**config.mk**
```make
export PLATFORM = sky130hd
export DESIGN_NAME = alarm_ctrl
export DESIGN_NICKNAME = d
export VERILOG_FILES = /design/src/rtl/alarm_pkg.sv /design/src/rtl/alarm_time_cmp.sv /design/src/rtl/alarm_ctrl.sv
export SDC_FILE = /design/constraint.sdc
export NUM_CORES = 1
export LEC_CHECK = 0
export CORE_ASPECT_RATIO = 0.9
export CORE_UTILIZATION = 40
export DETAILED_ROUTE_END_ITERATION = 16
export GPL_ROUTABILITY_DRIVEN = 0
export HOLD_SLACK_MARGIN = 0.06
export PLACE_DENSITY_LB_ADDON = 0.08
export SLEW_MARGIN = 15
export SYNTH_ARGS = -nofsm -noshare
export SYNTH_HDL_FRONTEND = slang
export SYNTH_HIERARCHICAL = 1
export SYNTH_SLANG_ARGS = --single-unit
export TNS_END_PERCENT = 30
```
**constraint.sdc**
```tcl
create_clock -name clk -period 2.51 [get_ports clk]
set_input_delay 0.251 -clock clk [delete_from_list [all_inputs] [get_ports clk]]
set_output_delay 0.251 -clock clk [all_outputs]
set_load 0.05 [all_outputs]
```
**src/rtl/alarm_pkg.sv**
```systemverilog
// Shared types and constants for the alarm controller.
package alarm_pkg;

  typedef enum logic [1:0] {IDLE, RINGING, SNOOZE} alarm_state_t;

  typedef struct packed {
    logic [3:0] h_tens;
    logic [3:0] h_units;
    logic [3:0] m_tens;
    logic [3:0] m_units;
  } bcd_hhmm_t;

  localparam int SEC_PER_MIN = 60;

endpackage

```
**src/rtl/alarm_time_cmp.sv**
```systemverilog
// Alarm time comparator: HH:MM:00 match plus rising-edge trigger.
// match_q resets high so a time already equal to the alarm at reset
// release does not fire.
module alarm_time_cmp
  import alarm_pkg::*;
(
  input  logic        clk,
  input  logic        rst,
  input  logic [15:0] cur_hhmm,
  input  logic [3:0]  cur_s_tens,
  input  logic [3:0]  cur_s_units,
  input  logic [15:0] alm_hhmm,
  input  logic        alarm_en,
  output logic        match,
  output logic        trigger
);

  bcd_hhmm_t cur, alm;
  logic      match_q;

  assign cur = bcd_hhmm_t'(cur_hhmm);
  assign alm = bcd_hhmm_t'(alm_hhmm);

  // Exact HH:MM equality at the top of the minute.
  always_comb begin
    match = (cur == alm) && (cur_s_tens == 4'd0) && (cur_s_units == 4'd0);
  end

  // Remember last cycle's match to detect its rising edge.
  always_ff @(posedge clk) begin
    if (rst) match_q <= 1'b1;
    else     match_q <= match;
  end

  assign trigger = match & ~match_q & alarm_en;

endmodule

```
**src/rtl/alarm_ctrl.sv**
```systemverilog
// Alarm controller: ring / snooze / stop / auto-off state machine driven
// by the 1 Hz sec_tick. Button decisions take precedence over a tick in
// the same cycle; a button that is ignored has no effect at all.
module alarm_ctrl
  import alarm_pkg::*;
#(
  parameter int SNOOZE_MIN     = 5,
  parameter int SNOOZE_MAX     = 3,
  parameter int RING_TIMEOUT_S = 60
) (
  input  logic       clk,
  input  logic       rst,
  input  logic       sec_tick,
  input  logic [3:0] cur_h_tens,
  input  logic [3:0] cur_h_units,
  input  logic [3:0] cur_m_tens,
  input  logic [3:0] cur_m_units,
  input  logic [3:0] cur_s_tens,
  input  logic [3:0] cur_s_units,
  input  logic [3:0] alm_h_tens,
  input  logic [3:0] alm_h_units,
  input  logic [3:0] alm_m_tens,
  input  logic [3:0] alm_m_units,
  input  logic       alarm_en,
  input  logic       snooze_btn,
  input  logic       stop_btn,
  output logic       ringing,
  output logic       snoozing,
  output logic       buzzer,
  output logic [1:0] snooze_cnt
);

  localparam int              SNZ_W    = $clog2(SNOOZE_MIN * SEC_PER_MIN + 1);
  localparam logic [SNZ_W-1:0] SNZ_LOAD = SNZ_W'(SNOOZE_MIN * SEC_PER_MIN);
  localparam logic [7:0]      RING_LIM = 8'(RING_TIMEOUT_S);
  localparam logic [1:0]      SNZ_CAP  = 2'(SNOOZE_MAX);

  bcd_hhmm_t        cur_hhmm, alm_hhmm;
  logic             match, trigger;

  alarm_state_t     state, state_d;
  logic [1:0]       cnt_q, cnt_d;
  logic [7:0]       ring_sec, ring_d;
  logic [SNZ_W-1:0] snz_sec, snz_d;
  logic             buz_q, buz_d;

  assign cur_hhmm = '{h_tens: cur_h_tens, h_units: cur_h_units,
                      m_tens: cur_m_tens, m_units: cur_m_units};
  assign alm_hhmm = '{h_tens: alm_h_tens, h_units: alm_h_units,
                      m_tens: alm_m_tens, m_units: alm_m_units};

  alarm_time_cmp u_cmp (
    .clk        (clk),
    .rst        (rst),
    .cur_hhmm   (cur_hhmm),
    .cur_s_tens (cur_s_tens),
    .cur_s_units(cur_s_units),
    .alm_hhmm   (alm_hhmm),
    .alarm_en   (alarm_en),
    .match      (match),
    .trigger    (trigger)
  );

  // State, counters and buzzer register.
  always_ff @(posedge clk) begin
    if (rst) begin
      state    <= IDLE;
      cnt_q    <= 2'd0;
      ring_sec <= 8'd0;
      snz_sec  <= '0;
      buz_q    <= 1'b0;
    end else begin
      state    <= state_d;
      cnt_q    <= cnt_d;
      ring_sec <= ring_d;
      snz_sec  <= snz_d;
      buz_q    <= buz_d;
    end
  end

  // Next state: alarm_en low > stop > snooze > timeout/expiry > tick.
  always_comb begin
    state_d = state;
    cnt_d   = cnt_q;
    ring_d  = ring_sec;
    snz_d   = snz_sec;
    buz_d   = buz_q;
    if (!alarm_en) begin
      state_d = IDLE;
      cnt_d   = 2'd0;
      ring_d  = 8'd0;
      snz_d   = '0;
      buz_d   = 1'b0;
    end else begin
      case (state)
        IDLE: begin
          if (trigger) begin
            state_d = RINGING;
            ring_d  = 8'd0;
            buz_d   = 1'b1;
          end
        end
        RINGING: begin
          if (stop_btn) begin
            state_d = IDLE;
            cnt_d   = 2'd0;
            buz_d   = 1'b0;
          end else if (snooze_btn && (cnt_q < SNZ_CAP)) begin
            state_d = SNOOZE;
            cnt_d   = cnt_q + 2'd1;
            snz_d   = SNZ_LOAD;
            buz_d   = 1'b0;
          end else if (ring_sec >= RING_LIM) begin
            state_d = IDLE;
            cnt_d   = 2'd0;
            buz_d   = 1'b0;
          end else if (sec_tick) begin
            ring_d = ring_sec + 8'd1;
            buz_d  = ~buz_q;
          end
        end
        SNOOZE: begin
          if (stop_btn) begin
            state_d = IDLE;
            cnt_d   = 2'd0;
          end else if (snz_sec == '0) begin
            state_d = RINGING;
            ring_d  = 8'd0;
            buz_d   = 1'b1;
          end else if (sec_tick) begin
            snz_d = snz_sec - 1'b1;
          end
        end
        default: begin
          state_d = IDLE;
          cnt_d   = 2'd0;
          buz_d   = 1'b0;
        end
      endcase
    end
  end

  assign ringing    = (state == RINGING);
  assign snoozing   = (state == SNOOZE);
  assign buzzer     = buz_q;
  assign snooze_cnt = cnt_q;

endmodule

```
# Word level (Yosys, flattened, before mapping)
# Index checks and enable logic that the tools add are counted.
dict set report totals {
  input_bits 46
  ff_bits 23
  output_inout_bits 5
  elab_cells 82
}
dict set report op_classes {
  n_addsub 3
  bitwise_logic 6
  mux 33
  n_lt_le_gt_ge 2
  n_eq_ne 17
  reduce_logical 15
}
# op count
set ops {}
lappend ops {{2-to-1 mux 8 bit} 7}
lappend ops {{2-to-1 mux 9 bit} 5}
lappend ops {{case mux 8 bit (3 select lines)} 1}
lappend ops {{2-to-1 mux 2 bit} 9}
lappend ops {{inequality test 2 bit, second input constant} 9}
lappend ops {{case mux 9 bit (2 select lines)} 1}
lappend ops {{equality test 16 bit} 1}
lappend ops {{case mux 2 bit (3 select lines)} 2}
lappend ops {{zero test 9 bit} 1}
lappend ops {{subtractor 9 x 1 -> 9 bit, second input constant} 1}
lappend ops {{adder 8 x 1 -> 8 bit, second input constant} 1}
lappend ops {{greater-or-equal comparator 8 x 6 -> 1 bit, second input constant} 1}
lappend ops {{zero test 4 bit} 2}
lappend ops {{AND reduction 8 bit} 1}
lappend ops {{2-to-1 mux 1 bit} 7}
lappend ops {{AND reduction 3 bit} 2}
lappend ops {{AND reduction 6 bit} 1}
lappend ops {{inequality test 5 x 3 -> 1 bit, second input constant} 1}
lappend ops {{inequality test 2 x 1 -> 1 bit, second input constant} 2}
lappend ops {{inequality test 4 x 2 -> 1 bit, second input constant} 1}
lappend ops {{inverter 1 bit} 4}
lappend ops {{AND reduction 4 bit} 1}
lappend ops {{logical AND 1 bit} 3}
lappend ops {{inequality test 3 x 2 -> 1 bit, second input constant} 1}
lappend ops {{other kinds (10)} 11}

# Longest topological paths before layout
# Gate-level depths: netlist of run 1.
dict set report depth {
  depth_word 7
  depth_mapped 9
  depth_no_buf 9
}

# By module
# The synthesis of run 1 kept the hierarchy.
# module n_inst area_per_inst_um2 seq_area_each_um2 cells_per_inst
set modules_own_cells {}
lappend modules_own_cells {alarm_ctrl 1 1179.9 440.4 143}
lappend modules_own_cells {alarm_time_cmp 1 247.7 20.0 29}

# Worst setup path before layout of run 1
# Ideal clock, no wire load.
dict set report synth_path {
  kind {input -> register}
  startpoint {input alm_m_tens[3]}
  endpoint {register ring_sec[4]}
  setup_time_ns 0.059
  cell_stages 9
  n_path_buf 0
  arrival_time_ns 2.366
  required_ns 2.451
  path_slack_ns 0.084
  cell_sequence {xor2_1 > nor4_1 > nand3_1 > nor4_2 > or3b_2 > o41ai_4 > o21bai_2 > or4_1 > nand2_1}
}
dict set report synth_between {
  elab_chain_len 7
}
# element line_no
set synth_rtl {}
lappend synth_rtl {{from (decl)} alarm_ctrl.sv:22} ;# input logic [3:0] alm_m_tens,
lappend synth_rtl {{equality test 16 bit} alarm_time_cmp.sv:26} ;# match = (cur == alm) && (cur_s_tens == 4'd0) && (cur_s_units == 4'd0);
lappend synth_rtl {{logical AND 1 bit (2 in a row)} alarm_time_cmp.sv:26}
lappend synth_rtl {{bitwise AND 1 bit (2 in a row)} alarm_time_cmp.sv:35} ;# assign trigger = match & ~match_q & alarm_en;
lappend synth_rtl {{via trigger} alarm_ctrl.sv:39} ;# logic match, trigger;
lappend synth_rtl {{inequality test 2 bit (no source line)} n/a}
lappend synth_rtl {{AND reduction 8 bit (no source line)} n/a}
lappend synth_rtl {{to (signal assigned)} alarm_ctrl.sv:75} ;# ring_sec <= ring_d;
lappend synth_rtl {{to (decl)} alarm_ctrl.sv:43} ;# logic [7:0] ring_sec, ring_d;
# The timed path passes the listed nets, and every way through them passes these cells.
# A chain may end at the register's enable or synchronous reset.

# Worst setup path after layout of run 1
dict set report layout_path {
  startpoint {input alm_m_units[1]}
  endpoint {register ring_sec[4]}
}
dict set report layout_between {
  elab_chain_len 7
}
# element line_no
set layout_rtl {}
lappend layout_rtl {{from (decl)} alarm_ctrl.sv:23} ;# input logic [3:0] alm_m_units,
lappend layout_rtl {{equality test 16 bit} alarm_time_cmp.sv:26}
lappend layout_rtl {{logical AND 1 bit (2 in a row)} alarm_time_cmp.sv:26}
lappend layout_rtl {{bitwise AND 1 bit (2 in a row)} alarm_time_cmp.sv:35}
lappend layout_rtl {{via trigger} alarm_ctrl.sv:39}
lappend layout_rtl {{inequality test 2 bit (no source line)} n/a}
lappend layout_rtl {{AND reduction 8 bit (no source line)} n/a}
# The timed path passes the listed nets, and every way through them passes these cells.

==> results.txt, run 1 <==
Routed WL: 3720 microns
Reg2reg path depth: 7
Placed insts: 266
Antenna violations before repair: 0
Crit Path Max Fanout: 8
Floorplan die height: 58.6 microns
Final worst-path cycle share: 95.8%
Largest net degree at the start of global routing: 15
N_diodes: 0
YS warnings: 6
First-pass GRT wire length: 6100 microns
Final hold slack: 468 ps
Max cap viols: 0
Worst setup path end: ring_sec[4]$_SDFFE_PP0P_
Fin nets: 280
DR WL/cell: 13.6 microns
Worst setup SP type: input pin
CP max stage cell: or4_1
Vias/cell: 5.22
Final WS setup: 106 ps
VDD IR max: 0.206 mV
DRC Markers: 0
Worst slack, placed: -465 ps
Synthesized instance count: 171
DRT Pass-1 Iters: 4
Overflow after GRT: 0
CP startpoint: alm_m_units[1]
Crit path kind: in2reg
CTS buffer count: 3
R2r startpoint: snz_sec[0]$_SDFFE_PP0P_
Syn Std Cell Area: 1420 sq um
Hold-fix buffers, CTS: 0
Final hold vios: 0
H-tree Lvls: 1
Clk root buf: clkbuf_8
Clock sink count: 23
Total global routing track utilization: 20.7%
CP Capture Type: flip-flop
Syn_area_per_cell: 8.33 sq um
Hold WC Path Type: reg2reg
Least-Margin Pin Slew: 537 ps
P&R area growth vs syn: 52.8%
Core Region: 3380 sq um
Worst-skew pair later-pin latency: 270 ps
Lkg Pwr: 0.954 nW
Share of layout cells above drive strength 1: 13.1%
Die width: 64.9 microns
Site row count: 20
Vias: 1,426
Most frequent cells in the layout: clkdlybuf4s50_1 (29), dfxtp_1 (23), dlymetal6s2s_1 (21)
Final slew viol count: 0
Worst-path cell chain: clkdlybuf4s50_1 -> xor2_1 -> nor4_2 -> nand3_1 -> nor4_4 -> or3b_4 -> o41ai_4 -> o21bai_4 -> or4_1 -> nand2_1
Top-Level Pins: 51
I/O Buffers: 50
# setup viols final: 0
CP top delay family: simple AND/OR/NAND/NOR gates
Antenna-violating nets left: 0
R2R setup slack: 260 ps
P per Cell Area: 328 nW/um^2
Commonest non-fill, non-tap cell in the layout: clkdlybuf4s50_1
Post-Route Skew: 4.86 ps
Initial DRC count: 80
Final std cells w/o fill: 273
Die area: 3800 sq um
DP HPWL: 2840 microns
Levels on crit path: 10
Maximum clock path buffer count: 2
Setup TNS: 0 ps
Worst endpoint required time: 2730 ps
Worst slew margin: 64.1%
Period minus WS final: 2400 ps
CP max stage delay: 470 ps
Critical path buffer and inverter count: 1
Fmax: 416 MHz
CTS clk-pin slew, worst paths: 80 ps
Status: finished, final reports clean
Syn_nets: 221
CTS tree: built
Reg2reg end: ring_sec[4]$_SDFFE_PP0P_
Starting Density: 42.1%
Worst Path Arrival: 2620 ps
Vias in the first global route: 1,451
==> registers in the layout, summed over array words and instances (netlist names) <==
signal	flops
state	2
buzzer	1
snz_sec	9
u_cmp/match_q	1
ring_sec	8
snooze_cnt	2
==> metal layers <==
| metal | up-vias | routed length (microns) | global-route usage (%) |
|---|---|---|---|
| li1 | 726 | - | - |
| met3 | 4 | 138 | 5.23 |
| met2 | 28 | 1900 | 38.7 |
| met4 | 0 | 33 | 6.67 |
| met5 | - | 0 | 0 |
| met1 | 668 | 1650 | 22.7 |
==> worst min path at each step <==
| stage | depth (start not counted) | to | startpoint | slack (ps) |
|---|---|---|---|---|
| after floorplan | 1 | u_cmp/match_q$_SDFF_PP1_ | rst | 360 |
| after global placement | 1 | ring_sec[7]$_SDFFE_PP0P_ | ring_sec[7]$_SDFFE_PP0P_ | 450 |
| after detailed placement | 1 | ring_sec[6]$_SDFFE_PP0P_ | ring_sec[6]$_SDFFE_PP0P_ | 450 |
| after CTS | 1 | ring_sec[6]$_SDFFE_PP0P_ | ring_sec[6]$_SDFFE_PP0P_ | 480 |
| after global routing | 1 | ring_sec[7]$_SDFFE_PP0P_ | ring_sec[7]$_SDFFE_PP0P_ | 500 |
| final | 1 | ring_sec[6]$_SDFFE_PP0P_ | ring_sec[6]$_SDFFE_PP0P_ | 470 |
==> power by group <==
group | total, mW | switching, mW | internal (mW)
Clock | 0.233 | 0.122 | 0.111
Sequential | 0.366 | 0.000605 | 0.365
Combinational | 0.115 | 0.0393 | 0.0753
Total | 0.714 | 0.162 | 0.552
==> per-stage QoR <==
step	cell area [sq um]	power [mW]	util (%)
final	2180	0.714	64.4
after global routing	2180	0.748	64.4
after CTS	2090	0.724	61.8
after detailed placement	2010	0.490	59.4
after global placement	2010	0.487	59.4
after floorplan	1420	0.404	-
==> area by class of cell <==
type                    count  area (sq um)
repair buffers             60           628
clock buffers               3          41.3
clock inverters             1          5.00
fillers                   294          1200
multi-input cells         132           948
well taps                  44          55.1
flip-flops and latches     23           460
inverters                  10          37.5
==> timing repair <==
action | in CTS | in global routing
resized for setup | 4 | 25
hold endpoints to repair | 0 | 0
setup endpoints to repair | 6 | 8
buffers inserted | 1 | 2
pin swaps | 7 | 17
No activity file was read; power rests on OpenSTA's default activity.
==> inputs of run 2 (changes only) <==
--- a/config.mk
+++ b/config.mk
@@ -5,6 +5,7 @@
 export SDC_FILE = /design/constraint.sdc
 export NUM_CORES = 1
 export LEC_CHECK = 0
+export ABC_AREA = 1
 export CORE_ASPECT_RATIO = 0.9
 export CORE_UTILIZATION = 40
 export DETAILED_ROUTE_END_ITERATION = 16
==> run 2 against run 1 <==
  * Fmax increased by 15%
  * First-iteration DRC count decreased by 25%
  * Critical path depth decreased by 7
  * Die area increased by 23%
  * Wire length increased by 2.9%
  * Power increased by 2.2%
  * Combinational power increased by 11%
  * Via count increased by 25%
  * Clock power about the same
  * Sequential share of layout area decreased by 1.9 points
  * Setup slack improved by 310 ps
==> results.txt, run 2 <==
Syn Std Cell Area: 1760 sq um (was 1420 sq um)
Clock sink count: 23 (unchanged)
Least-Margin Pin Slew: 508 ps (was 537 ps)
Lkg Pwr: 1.02 nW (was 0.954 nW)
Worst endpoint required time: 2260 ps (was 2730 ps)
Die area: 4670 sq um (was 3800 sq um)
CTS buffer count: 3 (unchanged)
Net Switching: 170 uW (was 162 uW)
Commonest non-fill, non-tap cell in the layout: nand2_1 (was clkdlybuf4s50_1)
DRT Pass-1 Iters: 4 (unchanged)
Post-Route Skew: 7.75 ps (was 4.86 ps)
Top-Level Pins: 51 (unchanged)
Crit Path Max Fanout: 6 (was 8)
Vias: 1,788 (was 1,426)
Total global routing track utilization: 18.2% (was 20.7%)
GR met1 Demand/Resource: 21.7% (was 22.7%)
Max cap viols: 0 (unchanged)
DR WL/cell: 9.55 microns (was 13.6 microns)
YS warnings: 6 (unchanged)
Crit path kind: reg2out (was in2reg)
Top Registers: snz_sec x9, ring_sec x8 (unchanged)
Core Region: 4160 sq um (was 3380 sq um)
CP Capture Type: primary output (was flip-flop)
Most flop-heavy register: snz_sec (unchanged)
Routed WL: 3830 microns (was 3720 microns)
Syn_nets: 336 (was 221)
DP HPWL: 3140 microns (was 2840 microns)
Final hold vios: 0 (unchanged)
Worst slack, placed: 339 ps (was -465 ps)
Overflow after GRT: 0 (unchanged)
Cell-internal power: 560 uW (was 552 uW)
DRC Markers: 0 (unchanged)
H-tree Lvls: 1 (unchanged)
# setup viols final: 0 (unchanged)
Clock share of power: 32.4% (was 32.7%)
I/O Buffers: 50 (unchanged)
P per Cell Area: 305 nW/um^2 (was 328 nW/um^2)
First-pass GRT wire length: 6810 microns (was 6100 microns)
Worst-skew pair later-pin latency: 270 ps (about the same)
Worst Path Arrival: 1850 ps (was 2620 ps)
Status: finished, final reports clean (unchanged)
Most used routing layer: met2 (unchanged)
Final worst-path cycle share: 83.6% (was 95.8%)
Syn_area_per_cell: 6.15 sq um (was 8.33 sq um)
Most frequent cells in the layout: nand2_1 (78), clkdlybuf4s50_1 (50), nor2_1 (46) (was clkdlybuf4s50_1 (29), dfxtp_1 (23), dlymetal6s2s_1 (21))
Vias in the first global route: 1,649 (was 1,451)
Met2 Resource Use GR: 33.7% (was 38.7%)
R2R setup slack: 880 ps (was 260 ps)
P&R area growth vs syn: 35.9% (was 52.8%)
Sw Ratio: 23.2% (was 22.7%)
Maximum clock path buffer count: 2 (unchanged)
Antenna violations before repair: 0 (unchanged)
Number of fillers in the final layout: 426 (was 294)
Power share of the combinational group: 17.5% (was 16.1%)
CTS clk-pin slew, worst paths: 90 ps (was 80 ps)
Met3 global-route usage: 3.42% (was 5.23%)
Fin nets: 392 (was 280)
Antenna-violating nets left: 0 (unchanged)
Max reg flops: 9 (unchanged)
Worst slew margin: 66.0% (was 64.1%)
Synthesized instance count: 286 (was 171)
Largest net degree at the start of global routing: 14 (was 15)
VDD IR max: 0.267 mV (was 0.206 mV)
Starting Density: 42.3% (was 42.1%)
N_diodes: 0 (unchanged)
Hold WC Path Type: reg2reg (unchanged)
Clk root buf: clkbuf_8 (unchanged)
Site row count: 22 (was 20)
Final WS setup: 412 ps (was 106 ps)
Die width: 71.9 microns (was 64.9 microns)
PnR Total Power: 729 uW (was 714 uW)
Floorplan die height: 64.9 microns (was 58.6 microns)
Cell Area, Placed: 2340 sq um (was 2010 sq um)
Setup TNS: 0 ps (unchanged)
Final hold slack: 442 ps (was 468 ps)
Cts repair resizes: 0 (was 4)
Final Cell Area: 2390 sq um (was 2180 sq um)
Hold-fix buffers, CTS: 0 (unchanged)
Setup bufs post-CTS: 0 (was 1)
RSZ-0062 raised after global routing: no
Register share of total power: 50.1% (was 51.3%)
Final slew viol count: 0 (unchanged)
CTS tree: built (unchanged)
Period minus WS final: 2100 ps (was 2400 ps)
Share of layout cells above drive strength 1: 12.0% (was 13.1%)
Fmax: 477 MHz (was 416 MHz)
Vias/cell: 4.46 (was 5.22)
Initial DRC count: 60 (was 80)
Worst setup SP type: flip-flop (was input pin)
==> run 2: final timing paths <==
| kind | start | end | depth (start not counted) |
|---|---|---|---|
| worst min-delay path | ring_sec[6]$_SDFFE_PP0P_ | ring_sec[6]$_SDFFE_PP0P_ | 2 |
| worst min register to register | ring_sec[6]$_SDFFE_PP0P_ | ring_sec[6]$_SDFFE_PP0P_ | 2 |
| worst max-delay path | state[0]$_SDFFE_PP0P_ | ringing | 3 |
| worst max register to register | snz_sec[0]$_SDFFE_PP0P_ | snz_sec[0]$_SDFFE_PP0P_ | 9 |
==> run 2: per-stage QoR <==
stage          util, %  instances
3_5_place_dp      56.4        397
3_3_place_gp      56.4        397
4_1_cts           57.5        401
5_1_grt           57.5        401
6_report          57.5        401
2_1_floorplan        -        286
==> run 2: critical path: stages (launching register included) <==
cell and delay (ps):
dfxtp_1 450, inv_2 90, nor2_4 190, clkdlybuf4s50_1 850
==> run 2: per-layer routing <==
| metal | vias to the layer above | wire length (microns) |
|---|---|---|
| li1 | 998 | - |
| met1 | 764 | 1850 |
| met2 | 22 | 1840 |
| met3 | 4 | 109 |
| met4 | 0 | 28 |
| met5 | - | 0 |
==> run 2: power by group through the flow <==
stage | Sequential [mW] | Combinational (mW) | Clock (mW)
final | 0.365 | 0.128 | 0.236
after global routing | 0.366 | 0.143 | 0.256
after CTS | 0.366 | 0.129 | 0.246
after detailed placement | 0.374 | 0.129 | 0
after global placement | 0.374 | 0.127 | 0
after floorplan | 0.374 | 0.0425 | 0
==> run 2: final cells by class <==
| cell class | instances | area (sq um) | area share (%) |
|---|---|---|---|
| Tap cell | 60 | 75.1 | 3.14 |
| Inverter | 48 | 184 | 7.69 |
| Multi-Input combinational cell | 212 | 1090 | 45.8 |
| Clock buffer | 3 | 41.3 | 1.73 |
| Sequential cell | 23 | 460 | 19.3 |
| Timing Repair Buffer | 54 | 531 | 22.2 |
| Clock inverter | 1 | 5.00 | 0.209 |
